**src/rtl/i2s_pkg.sv**
```systemverilog
// Shared widths, the stereo sample layout and channel encoding for the I2S transmitter.
package i2s_pkg;
  localparam int SAMPLE_W_DEF = 16;
  localparam int SLOT_W_DEF   = 32;

  typedef struct packed {
    logic [SAMPLE_W_DEF-1:0] left;
    logic [SAMPLE_W_DEF-1:0] right;
  } stereo_sample_t;

  typedef enum logic {
    CH_LEFT  = 1'b0,
    CH_RIGHT = 1'b1
  } channel_e;
endpackage

```
**src/rtl/sample_fifo.sv**
```systemverilog
// Show-ahead synchronous FIFO: pop data is valid whenever not empty, level is registered.
// Push while full and pop while empty are ignored; DEPTH must be a power of 2.
module sample_fifo #(
  parameter int DEPTH = 4,
  parameter int W     = 32
) (
  input  logic                   i_clk,
  input  logic                   i_reset,
  input  logic                   i_push,
  input  logic [W-1:0]           i_push_dat,
  input  logic                   i_pop,
  output logic [W-1:0]           o_pop_dat,
  output logic                   o_full,
  output logic                   o_empty,
  output logic [$clog2(DEPTH):0] o_level
);
  localparam int AW = $clog2(DEPTH);
  localparam int LW = AW + 1;

  logic [W-1:0]  r_mem [DEPTH];
  logic [AW-1:0] r_wr_ptr;
  logic [AW-1:0] r_rd_ptr;
  logic [LW-1:0] r_level;
  logic          w_do_push;
  logic          w_do_pop;

  assign o_full    = (r_level == LW'(DEPTH));
  assign o_empty   = (r_level == '0);
  assign o_level   = r_level;
  assign o_pop_dat = r_mem[r_rd_ptr];
  assign w_do_push = i_push & ~o_full;
  assign w_do_pop  = i_pop & ~o_empty;

  always_ff @(posedge i_clk) begin
    if (w_do_push) r_mem[r_wr_ptr] <= i_push_dat;
  end

  // Pointers wrap naturally because DEPTH is a power of 2.
  always_ff @(posedge i_clk) begin
    if (i_reset) begin
      r_wr_ptr <= '0;
      r_rd_ptr <= '0;
      r_level  <= '0;
    end else begin
      if (w_do_push) r_wr_ptr <= r_wr_ptr + AW'(1);
      if (w_do_pop)  r_rd_ptr <= r_rd_ptr + AW'(1);
      case ({w_do_push, w_do_pop})
        2'b10:   r_level <= r_level + LW'(1);
        2'b01:   r_level <= r_level - LW'(1);
        default: r_level <= r_level;
      endcase
    end
  end
endmodule

```
**src/rtl/i2s_tx.sv**
```systemverilog
// I2S slave transmitter: codec SCLK/LRCLK oversampled in the Clk domain, {L,R} words from a FIFO.
// Optional I2S_TX_UNDERRUN_CNT_EN adds a saturating underrun counter (underrun_count, cnt_clr).
module i2s_tx
  import i2s_pkg::*;
#(
  parameter int SAMPLE_W = SAMPLE_W_DEF,
  parameter int SLOT_W   = SLOT_W_DEF,
  parameter int DEPTH    = 4
) (
  input  logic                    Clk,
  input  logic                    Reset,
  input  logic                    sclk_in,
  input  logic                    lrclk_in,
  input  logic                    wr_valid,
  input  logic [2*SAMPLE_W-1:0]   wr_data,
  output logic                    wr_ready,
  output logic [$clog2(DEPTH):0]  fifo_level,
  input  logic                    mute,
  output logic                    sdout,
  output logic                    frame_start,
  output logic                    underrun
`ifdef I2S_TX_UNDERRUN_CNT_EN
  ,
  input  logic                    cnt_clr,
  output logic [15:0]             underrun_count
`endif
);
  localparam int CW = $clog2(SLOT_W);

  logic [1:0]            r_sclk_sync;
  logic [1:0]            r_lr_sync;
  logic                  r_sclk_prev;
  channel_e              r_lr_cur;
  logic                  r_load_pending;
  logic [CW-1:0]         r_bit_cnt;
  logic [SAMPLE_W-1:0]   r_shift;
  logic [SAMPLE_W-1:0]   r_hold_r;
  logic                  r_sdout;
  logic                  r_frame_start;
  logic                  r_underrun;

  logic                  w_sclk_s;
  channel_e              w_lrclk_s;
  logic                  w_rise;
  logic                  w_fall;
  logic                  w_load;
  logic                  w_pop;
  logic                  w_push;
  logic                  w_fifo_full;
  logic                  w_fifo_empty;
  logic [2*SAMPLE_W-1:0] w_fifo_dat;
  logic [SAMPLE_W-1:0]   w_word;
  logic [SAMPLE_W-1:0]   w_shift;

  assign w_sclk_s  = r_sclk_sync[1];
  assign w_lrclk_s = channel_e'(r_lr_sync[1]);
  assign w_rise    = w_sclk_s & ~r_sclk_prev;
  assign w_fall    = ~w_sclk_s & r_sclk_prev;
  assign w_load    = w_fall & r_load_pending;
  assign w_pop     = w_load & (r_lr_cur == CH_LEFT);
  assign w_push    = wr_valid & wr_ready;
  assign wr_ready  = ~w_fifo_full;
  assign w_shift   = {r_shift[SAMPLE_W-2:0], 1'b0};

  sample_fifo #(
    .DEPTH (DEPTH),
    .W     (2*SAMPLE_W)
  ) u_fifo (
    .i_clk      (Clk),
    .i_reset    (Reset),
    .i_push     (w_push),
    .i_push_dat (wr_data),
    .i_pop      (w_pop),
    .o_pop_dat  (w_fifo_dat),
    .o_full     (w_fifo_full),
    .o_empty    (w_fifo_empty),
    .o_level    (fifo_level)
  );

  // Only the right half needs holding: the left half goes straight into the shifter.
  always_comb begin
    w_word = '0;
    if (r_lr_cur == CH_LEFT) begin
      if (!w_fifo_empty) w_word = w_fifo_dat[2*SAMPLE_W-1:SAMPLE_W];
    end else begin
      w_word = r_hold_r;
    end
    if (mute) w_word = '0;
  end

  always_ff @(posedge Clk) begin
    if (Reset) begin
      r_sclk_sync    <= '0;
      r_lr_sync      <= '0;
      r_sclk_prev    <= 1'b0;
      r_lr_cur       <= CH_LEFT;
      r_load_pending <= 1'b0;
      r_bit_cnt      <= '0;
      r_shift        <= '0;
      r_hold_r       <= '0;
      r_sdout        <= 1'b0;
      r_frame_start  <= 1'b0;
      r_underrun     <= 1'b0;
    end else begin
      r_sclk_sync   <= {r_sclk_sync[0], sclk_in};
      r_lr_sync     <= {r_lr_sync[0], lrclk_in};
      r_sclk_prev   <= w_sclk_s;
      r_frame_start <= 1'b0;
      r_underrun    <= 1'b0;

      if (w_rise) begin
        r_lr_cur <= w_lrclk_s;
        if (w_lrclk_s != r_lr_cur) r_load_pending <= 1'b1;
      end

      if (w_load) begin
        r_load_pending <= 1'b0;
        r_bit_cnt      <= '0;
        r_shift        <= w_word;
        r_sdout        <= w_word[SAMPLE_W-1];
        if (r_lr_cur == CH_LEFT) begin
          r_frame_start <= 1'b1;
          if (w_fifo_empty) begin
            r_hold_r   <= '0;
            r_underrun <= 1'b1;
          end else begin
            r_hold_r   <= w_fifo_dat[SAMPLE_W-1:0];
          end
        end
      end else if (w_fall) begin
        r_shift <= w_shift;
        if (r_bit_cnt != CW'(SLOT_W - 1)) r_bit_cnt <= r_bit_cnt + CW'(1);
        r_sdout <= (int'(r_bit_cnt) + 1 < SAMPLE_W) ? w_shift[SAMPLE_W-1] : 1'b0;
      end
    end
  end

  assign sdout       = r_sdout;
  assign frame_start = r_frame_start;
  assign underrun    = r_underrun;

`ifdef I2S_TX_UNDERRUN_CNT_EN
  logic [15:0] r_ur_cnt;

  always_ff @(posedge Clk) begin
    if (Reset || cnt_clr)                     r_ur_cnt <= '0;
    else if (r_underrun && r_ur_cnt != 16'hFFFF) r_ur_cnt <= r_ur_cnt + 16'd1;
  end

  assign underrun_count = r_ur_cnt;
`endif
endmodule

```
**config.mk**
```make
export PLATFORM = sky130hd
export DESIGN_NAME = i2s_tx
export DESIGN_NICKNAME = d
export VERILOG_FILES = /design/src/rtl/i2s_pkg.sv /design/src/rtl/sample_fifo.sv /design/src/rtl/i2s_tx.sv
export SDC_FILE = /design/constraint.sdc
export NUM_CORES = 1
export LEC_CHECK = 0
export CAP_MARGIN = 20
export CORE_ASPECT_RATIO = 0.6
export CORE_MARGIN = 4
export CORE_UTILIZATION = 45
export DETAILED_ROUTE_END_ITERATION = 12
export PLACE_DENSITY_LB_ADDON = 0.05
export SLEW_MARGIN = 20
export SYNTH_ARGS = -nofsm -noshare
export SYNTH_HDL_FRONTEND = slang
export SYNTH_SLANG_ARGS = --single-unit
```
**constraint.sdc**
```tcl
create_clock -name Clk -period 2.5 [get_ports Clk]
set_input_delay 0.375 -clock Clk [delete_from_list [all_inputs] [get_ports Clk]]
set_output_delay 0.375 -clock Clk [all_outputs]
set_load 0.05 [all_outputs]
```
## Word-level counts from Yosys, hierarchy flattened

Memory sizes are Yosys's and may differ from the RTL's. A register that Yosys moved wholly into a read port is not among the register bits.
Index checks and enable logic that the tools add are counted.

| storage, ports and cells | value |
|---|---|
| bits in registers | 53 |
| logic and storage cells | 65 |
| memories | 1 |
| input port bits | 38 |
| bits in writable memories | 128 |
| output and inout port bits | 7 |

| cells by class | value |
|---|---|
| eq/ne operators | 5 |
| $add $sub $neg | 6 |
| magnitude comparators | 1 |
| reduce and logical (&&, ||, !) cells | 9 |
| bitwise gates (word level) | 13 |
| mux-type cells | 16 |

Memory list:

| name | words | width | read ports | clocked after memory_dff | wr ports | line | source |
|---|---|---|---|---|---|---|---|
| u_fifo.r_mem | 4 | 32 | 1 | 1 | 1 | sample_fifo.sv:20 | `logic [W-1:0] r_mem [DEPTH];` |

Operators with widths:

| kind | number |
|---|---|
| two-way mux 16 bit | 4 |
| two-way mux 15 bit | 2 |
| bitwise AND 1 bit | 7 |
| two-way mux 1 bit | 7 |
| adder 5 x 1 -> 6 bit (second input constant) | 1 |
| < comparator 6 x 5 -> 1 bit (second input constant) | 1 |
| inverter 1 bit | 6 |
| case mux 3 bit (2 select lines) | 1 |
| AND reduction 2 bit | 3 |
| adder 5 x 1 -> 5 bit (second input constant) | 1 |
| inequality test 5 bit (second input constant) | 1 |
| adder 2 x 1 -> 2 bit (second input constant) | 2 |
| two-way mux 2 bit | 2 |
| nonzero test 2 bit | 2 |
| OR reduction 2 bit | 2 |
| adder 3 x 1 -> 3 bit (second input constant) | 1 |
| == test 3 bit (second input constant) | 1 |
| zero test 3 bit | 1 |
| OR reduction 3 bit | 1 |
| subtractor 3 x 1 -> 3 bit (second input constant) | 1 |
| == test 2 x 1 -> 1 bit (second input constant) | 1 |
| == test 2 bit (second input constant) | 1 |
| inequality test 1 bit | 1 |

## Depth between registers and ports, before layout

Gate-level depths: netlist of run 1.

| logic depth | value |
|---|---|
| depth after elaboration | 7 |
| mapped depth | 10 |
| gate-level depth less buffers | 9 |

## Cells and area by module

From an unflattened synthesis of run 1, not the netlist that was laid out.

| second synthesis, totals | value |
|---|---|
| cell total of the unflattened synthesis | 444 |
| area, all modules | 7,113.1 um^2 |

Modules (own cells, without submodules):

| module | area each (um^2) | cells each | times used | sequential area each (um^2) |
|---|---|---|---|---|
| sample_fifo | 5,143.7 | 221 | 1 | 4,023.9 |
| i2s_tx | 1,969.4 | 223 | 1 | 920.9 |

## Worst setup path after synthesis of run 1

OpenSTA, ideal clock, no wires.

| path | value |
|---|---|
| path type | flip-flop to flip-flop |
| from | register u_fifo.r_level[2], in the netlist u_fifo.o_level[2] |
| to | register u_fifo.r_level[2], in the netlist u_fifo.o_level[2] |
| data required time | 2,429 ps |
| data arrival time | 2,826 ps |
| library setup time | 71 ps |
| setup slack | -396 ps |
| path buffers | 0 |
| stages on the path, launching flop included | 10 |
| clock period less this slack | 2,896 ps |
| cells stage by stage | dfxtp_1 -> or3b_1 -> and2_1 -> inv_1 -> ha_1 -> inv_1 -> fa_1 -> xor2_1 -> or3_1 -> a21oi_1 |

| between the ends | value |
|---|---|
| word-level cells in the longest chain between the ends | 6 |
| elaborated cells on any way between the ends | 13 |
| classes of those cells | 2 x add/sub; 3 x eq/ne; 1 x mux; 5 x bitwise; 2 x reduce/logical |

RTL lines:

| element | line | source |
|---|---|---|
| start: declaration | sample_fifo.sv:23 | `logic [LW-1:0] r_level;` |
| start signal: assignment | sample_fifo.sv:48 | `2'b10: r_level <= r_level + LW'(1);` |
| start signal: assignment | sample_fifo.sv:49 | `2'b01: r_level <= r_level - LW'(1);` |
| start signal: assignment | sample_fifo.sv:50 | `default: r_level <= r_level;` |
| == test 3 bit (*) | sample_fifo.sv:27 | `assign o_full = (r_level == LW'(DEPTH));` |
| inverter 1 bit (*) | i2s_tx.sv:62 | `assign wr_ready = ~w_fifo_full;` |
| named net wr_ready | i2s_tx.sv:16 | `output logic wr_ready,` |
| bitwise AND 1 bit | i2s_tx.sv:61 | `assign w_push = wr_valid & wr_ready;` |
| bitwise AND 1 bit (*) | sample_fifo.sv:31 | `assign w_do_push = i_push & ~o_full;` |
| == test 2 x 1 -> 1 bit or == test 2 bit (tied branches) | sample_fifo.sv:47 | `case ({w_do_push, w_do_pop})` |
| case mux 3 bit (2 select lines) or nonzero test 2 bit (tied branches) | n/a |  |

Mark *: on every way through the listed nets, which the timed path passes. The rest lies on a longest branch.
A chain may end at the register's enable or synchronous reset.

## Worst setup path after layout of run 1

| path | value |
|---|---|
| from | register u_fifo.r_level[2], in the netlist u_fifo.o_level[2] |
| to | register u_fifo.r_level[2], in the netlist u_fifo.o_level[2] |

| between the ends | value |
|---|---|
| word-level cells in the longest chain between the ends | 6 |
| elaborated cells on any way between the ends | 13 |
| classes of those cells | 2 x add/sub; 3 x eq/ne; 1 x mux; 5 x bitwise; 2 x reduce/logical |

RTL lines:

| element | line |
|---|---|
| == test 3 bit | sample_fifo.sv:27 |
| inverter 1 bit | sample_fifo.sv:31, i2s_tx.sv:62 |
| bitwise AND 1 bit | i2s_tx.sv:61 |
| bitwise AND 1 bit | sample_fifo.sv:31 |
| == test 2 x 1 -> 1 bit or == test 2 bit (tied branches) | sample_fifo.sv:47 |
| case mux 3 bit (2 select lines) or nonzero test 2 bit (tied branches) | n/a |

Several ways; a longest one is shown, not always the timed one.

==> results.md, run 1 <==
* Clk sink count at 183
* Final setup TNS at 0 ns
* Final Wtd Congestion at 0.7525
* Skew final at 0.01397 ns
* Prevailing post-synth register cell: edfxtp_1
* Global-route wire length before repair at roughly 22 mm
* GRT Resource Usage Total at approximately 17%
* Cell Area, Synth at approximately 7000 sq um
* Share of cells above drive strength 1 at 21.75%
* GRT overflow at 0
* Crit path max fanout at 6
* Multi-input gate area at 1919 sq um
* Synth cell types at 46
* IO buf count at 44
* Final Hold Fails at 0
* CTS Hold Bufs at 0
* Vias in the first global route at 3,970
* Max-slew violation count at 0
* Status: completed
* RSZ-0062 raised after global routing: no
* Syn. warnings at 0
* Nets at 526
* Post-Layout Cell Count at ~700
* Initial antenna violation count at 0
* Worst Setup End Kind: flop
* Seq. cell area at around 5000 sq um
* DRT iter0 DRCs at 293
* Die Ht at 105.0 um
* I/O pin total at 45
* Total wire length at 13.69 mm
* Synth-to-Final Area Change at 18.92%
* # DRC at 0
* Vias at 3,765
* Sequential element share of the synthesized area at 70.06%
* Syn nets at 471
* Antenna Nets Post-Route at 0
* Clock latency on the worst-skew pair at around 0.42 ns
* CTS tree: done
* DIE AREA at 17,820 sq um
* TritonCTS buffer count at 17
* Clock transition at path regs at 0.07 ns
* Kind of start point of the critical path: flop
* Top cell type's share of synthesized area at 54.46%
* Power per cell area at 748.5 nW/um^2
* Leading area contributor after synthesis: edfxtp_1
* Pin count of the biggest net entering global routing at 33
* Max cap viols at 0
* Core area at 15,370 sq um
* Top post-synthesis cells by area: edfxtp_1 (54%), dfxtp_1 (16%), mux4_2 (10%)
* # diodes at 0
* Max frequency at ~0.42 GHz
* CP Class: reg -> reg
* Routed wire per std cell at a little under 20 um
* Root buf cell: clkbuf_16
* Min Tclk post-route at 2.375 ns
* Leakage power total at 2.716 nW
* Worst Path Required at 2.84 ns
* Final setup vio count at 0
* Slew HR at 60.77%
* Clock Tree Buf Depth at 2
* Post-synth EDFFs at 128
* Maximum VDD drop at 0.4509 mV
* Vias per std cell at 5.417
* Min-Delay Path Class: in -> reg
* Starting density of the core at 45.92%
* Drt pass-1 iters at 4
* Row cnt at 35
* Post-synthesis async set-or-reset flop share at 0%
* Finished Core Util at 54.60%
* Avg Inst Size Synth at 16.61 sq um
* Least-Margin Pin Slew at 0.5885 ns
* H-tree Lvls at 4
* Final Cycle Share at 94.99%
* Syn Inst Count at 425
* Worst EP arrival at approximately 2.7 ns
* Die span in x at about 170 um
* Placed insts at roughly 660
* #FFs+latches synth at 183
* DPL Wire Length at 8.083 mm
* Fillers at 1,234
-- area by class of cell --
type / instances / area share (%)
repair buffers: 59 / 7.424
clock buffers: 17 / 5.069
multi-input cells: 198 / 22.87
clock inverters: 14 / 1.670
well taps: 203 / 3.026
inverters: 21 / 0.9392
flip-flops and latches: 183 / 59.00
-- layout by cell type (no fill, tap or decap), drive strengths merged, types with 8 or more instances in the layout --
cell type and n:
nor2 33, clkdlybuf4s50 43, clkbuf 17, mux4 32, a221oi 14, o21ai 18, edfxtp 128, inv 27
nand2 11, a22oi 18, a211oi 13, buf 16, dfxtp 55, nor2b 8
-- path summary, 6_finish.rpt --
kind,cells after the start,start,slack [ns],to
max,9,u_fifo.o_level[2]$_SDFFE_PP0P_,0.13,u_fifo.o_level[2]$_SDFFE_PP0P_
min,2,Reset,0.44,u_fifo.r_wr_ptr[0]$_SDFFE_PP0P_
max reg2reg,9,u_fifo.o_level[2]$_SDFFE_PP0P_,0.13,u_fifo.o_level[2]$_SDFFE_PP0P_
min reg2reg,2,r_shift[5]$_SDFFE_PP0P_,0.46,r_shift[5]$_SDFFE_PP0P_
-- what timing repair did --
| item | CTS | global route |
|---|---|---|
| setup buffers | 0 | 0 |
| hold endpoints to repair | 0 | 0 |
| endpoints found under the setup margin | 0 | 1 |
| gates resized for setup | 0 | 3 |
-- flip-flops by register name, indices dropped and copies added (netlist names), named ones only --
register / cells
u_fifo.r_rd_ptr: 2
r_load_pending: 1
r_lr_sync: 2
u_fifo.r_wr_ptr: 2
sdout: 1
r_lr_cur: 1
u_fifo.r_mem: 128
r_shift: 15
u_fifo.o_level: 3
r_sclk_sync: 2
underrun: 1
r_hold_r: 16
r_sclk_prev: 1
r_bit_cnt: 5
frame_start: 1
-- per-layer routing --
metal	share of wire, %	vias up	global-route usage [%]	routed length (um)
met1	48	1900	24.92	6578
met5	0	-	0	0
met3	5.5	7	3.705	748
met2	46	95	24.19	6277
met4	0.62	0	4.652	85
li1	-	1763	-	-
-- worst max-delay path: stages, from the launching register on --
cell and delay (ns):
dfxtp_4 0.37, or3b_4 0.41, and2_4 0.19, inv_1 0.08, ha_2 0.19, inv_1 0.05, fa_1 0.37, xor2_1 0.16
or3_1 0.33, a21oi_2 0.15
-- logic make-up after synthesis --
logic type,Yosys count,share of synthesized area (%)
DFF,183,70.06
AOI/OAI and AO/OA,76,8.757
and+or+nand+nor,74,5.513
buffers and inverters,44,2.907
muxes,34,10.49
adders and majority gates,8,1.525
xor gates and xnor gates,6,0.7447
-- cell usage after synthesis (3+ instances only) --
library cell  instances
clkbuf_1             12
a211oi_1              6
a21oi_1               7
mux4_2               32
xnor2_1               3
o21ai_0              18
nor2_1               31
inv_1                21
a221oi_2              8
dfxtp_1              55
nand2_1              11
buf_6                 4
nor2b_1               8
ha_1                  7
a221oi_1              6
xor2_1                3
a211oi_2              7
edfxtp_1            128
a22oi_1              18
buf_2                 5
and3_1                4
-- through the flow --
| stage | hold WS, ns | total power [mW] | setup slack [ns] | area (sq um) |
|---|---|---|---|---|
| floorplan | 0.4138 | 3.640 | 0.04246 | 7067 |
| global placement | 0.4467 | 3.816 | 0.1383 | 7819 |
| detailed placement | 0.4416 | 3.827 | 0.02502 | 7819 |
| CTS | 0.4383 | 6.351 | 0.07799 | 8384 |
| global route | 0.4681 | 6.535 | 0.03885 | 8393 |
| finish | 0.4432 | 6.282 | 0.1252 | 8393 |
-- power by group --
group / switching (mW) / internal, mW
clock network: 1.21 / 1.32
logic: 0.195 / 0.158
registers: 0.0357 / 3.37
total: 1.44 / 4.84
(Power assumes the default switching activity.)
==> run 2, diff against run 1 <==
--- a/config.mk
+++ b/config.mk
@@ -10,6 +10,7 @@
 export CORE_MARGIN = 4
 export CORE_UTILIZATION = 45
 export DETAILED_ROUTE_END_ITERATION = 12
+export MAX_ROUTING_LAYER = met4
 export PLACE_DENSITY_LB_ADDON = 0.05
 export SLEW_MARGIN = 20
 export SYNTH_ARGS = -nofsm -noshare
==> results.md, run 2 (same netlist as run 1, synthesis figures left out) <==
* Status: completed
* Least-Margin Pin Slew at 0.5766 ns
* Final setup vio count at 0
* Most frequent cells in the layout: edfxtp_1 (128), dfxtp_1 (51), clkdlybuf4s50_1 (43)
* Multi-input gate area at 1919 sq um
* Final Hold Fails at 0
* Max frequency at 0.4216 GHz
* Crit path max fanout at 6
* Vias per std cell at 5.407
* Most used cell, CP: inv_1
* Kind of start point of the critical path: flop
* Antenna Nets Post-Route at 0
* Global-route wire length before repair at 22.37 mm
* Setup Fix Bufs, Post-CTS at 0
* Fillers at 1,234
* Slowest cell on crit path: or3b_4
* Clock Tree Buf Depth at 2
* Core area at roughly 15,000 sq um
* Maximum VDD drop at between 0.4 and 0.5 mV
* Biggest regs: u_fifo.r_mem x128, r_hold_r x16, r_shift x15
* Worst EP arrival at about 2.7 ns
* Worst Path Required at 2.85 ns
* Max-slew violation count at 0
* Root buf cell: clkbuf_16
* Starting density of the core at 45.92%
* CP Buf/Inv Count at 2
* Clock transition at path regs at ~0.07 ns
* Crit-path cells: or3b_4 -> and2_4 -> inv_1 -> ha_2 -> inv_1 -> fa_1 -> xor2_1 -> or3_1 -> a21oi_2
* Seq. cell area at 4952 sq um
* Commonest non-fill, non-tap cell in the layout: edfxtp_1
* Clk sink count at 183
* Clock latency on the worst-skew pair at 0.43 ns
* Max FFs per register at 128
* Final Wtd Congestion at around 0.76
* Register with the most flip-flops: u_fifo.r_mem
* Slew HR at 61.56%
* Total wire length at 13.75 mm
* Min Tclk post-route at 2.372 ns
* Worst Setup End Kind: flop
* Critical path's largest stage delay at 0.41 ns
* Row cnt at 35
* Min-Delay Path Class: in -> reg
* Skew final at 0.01539 ns
* RSZ-0062 raised after global routing: no
* GRT overflow at 0
* Drt pass-1 iters at 4
* Die span in x at 169.7 um
* I/O pin total at 45
* Die Ht at ~110 um
* H-tree Lvls at 4
* # DRC at 0
* Routed wire per std cell at about 20 um
* Final Cycle Share at between 90% and 100%
* CP Class: reg -> reg
* Initial antenna violation count at 0
* Power per cell area at 749.8 nW/um^2
* GRT Resource Usage Total at 17.04%
* Share of cells above drive strength 1 at between 20% and 30%
* CTS tree: done
* Delay-heaviest family, CP: simple AND/OR/NAND/NOR gates
* Vias at 3,758
* Final setup TNS at 0 ns
* Leakage power total at 2.716 nW
* CTS Hold Bufs at 0
* # diodes at 0
* Max cap viols at 0
* DPL Wire Length at about 8.1 mm
* Overall power at between 6 and 7 mW
* DIE AREA at 17,820 sq um
* IO buf count at 44
* Pin count of the biggest net entering global routing at 33
* Vias in the first global route at roughly 4,000
* Synth-to-Final Area Change at 18.92%
* TritonCTS buffer count at 17
* DRT iter0 DRCs at 292
* Nets at 526
==> run 2: cell counts in the layout (fill, tap and decap cells not counted) <==
No cell type changed its count.
==> run 2: area by class of cell <==
| class | instances | area share [%] |
|---|---|---|
| clock buffer | 17 | 5.069 |
| clock inverter | 14 | 1.670 |
| sequential | 183 | 59.00 |
| tap | 203 | 3.026 |
| multi-input combinational | 198 | 22.87 |
| timing repair buffer | 59 | 7.424 |
| inverter | 21 | 0.9392 |
==> run 2: per-stage QoR <==
stage	util (%)	worst slack [ns]	hold WS [ns]	area, sq um	instances
2_1_floorplan	-	0.04246	0.4138	7067	425
3_3_place_gp	50.87	0.1383	0.4467	7819	664
3_5_place_dp	50.87	0.02502	0.4416	7819	664
4_1_cts	54.55	0.07799	0.4383	8384	695
5_1_grt	54.60	0.03889	0.4681	8393	695
6_report	54.60	0.1281	0.4370	8393	695
==> run 2: repair_timing <==
| action | 4_1_cts | 5_1_grt |
|---|---|---|
| setup endpoints to repair | 0 | 1 |
| gates resized for setup | 0 | 3 |
| hold endpoints to repair | 0 | 0 |
==> run 2: worst paths after layout <==
kind                                                     start                             end  slack (ns)  cells after the start
worst min-delay path                                     Reset  u_fifo.o_level[1]$_SDFFE_PP0P_        0.44                      2
worst min register to register         r_shift[5]$_SDFFE_PP0P_         r_shift[5]$_SDFFE_PP0P_        0.46                      2
worst max-delay path            u_fifo.o_level[2]$_SDFFE_PP0P_  u_fifo.o_level[2]$_SDFFE_PP0P_        0.13                      9
worst max register to register  u_fifo.o_level[2]$_SDFFE_PP0P_  u_fifo.o_level[2]$_SDFFE_PP0P_        0.13                      9
==> run 2: worst reg2reg max path: cells and delay by family (launching register included) <==
kind            cells  cell delay, ns
simple gates        3            0.93
xor+xnor            1            0.16
buf+inv             2            0.13
flops               1            0.37
compound gates      1            0.14
fa+ha+maj           2            0.56
==> run 2: per-layer routing <==
metal  vias to the layer above  track usage, %  part of all wire [%]
li1                       1761               -                     -
met1                      1908           24.95                    49
met2                        83           24.22                    46
met3                         6           3.705                   4.9
met4                         0           4.652                  0.58
met5                         -               -                     0
==> run 2: where the power goes <==
| part | total, mW | switching, mW | internal (mW) |
|---|---|---|---|
| clock network | 2.54 | 1.22 | 1.32 |
| logic | 0.354 | 0.196 | 0.158 |
| registers | 3.40 | 0.0357 | 3.37 |
| total | 6.29 | 1.46 | 4.84 |
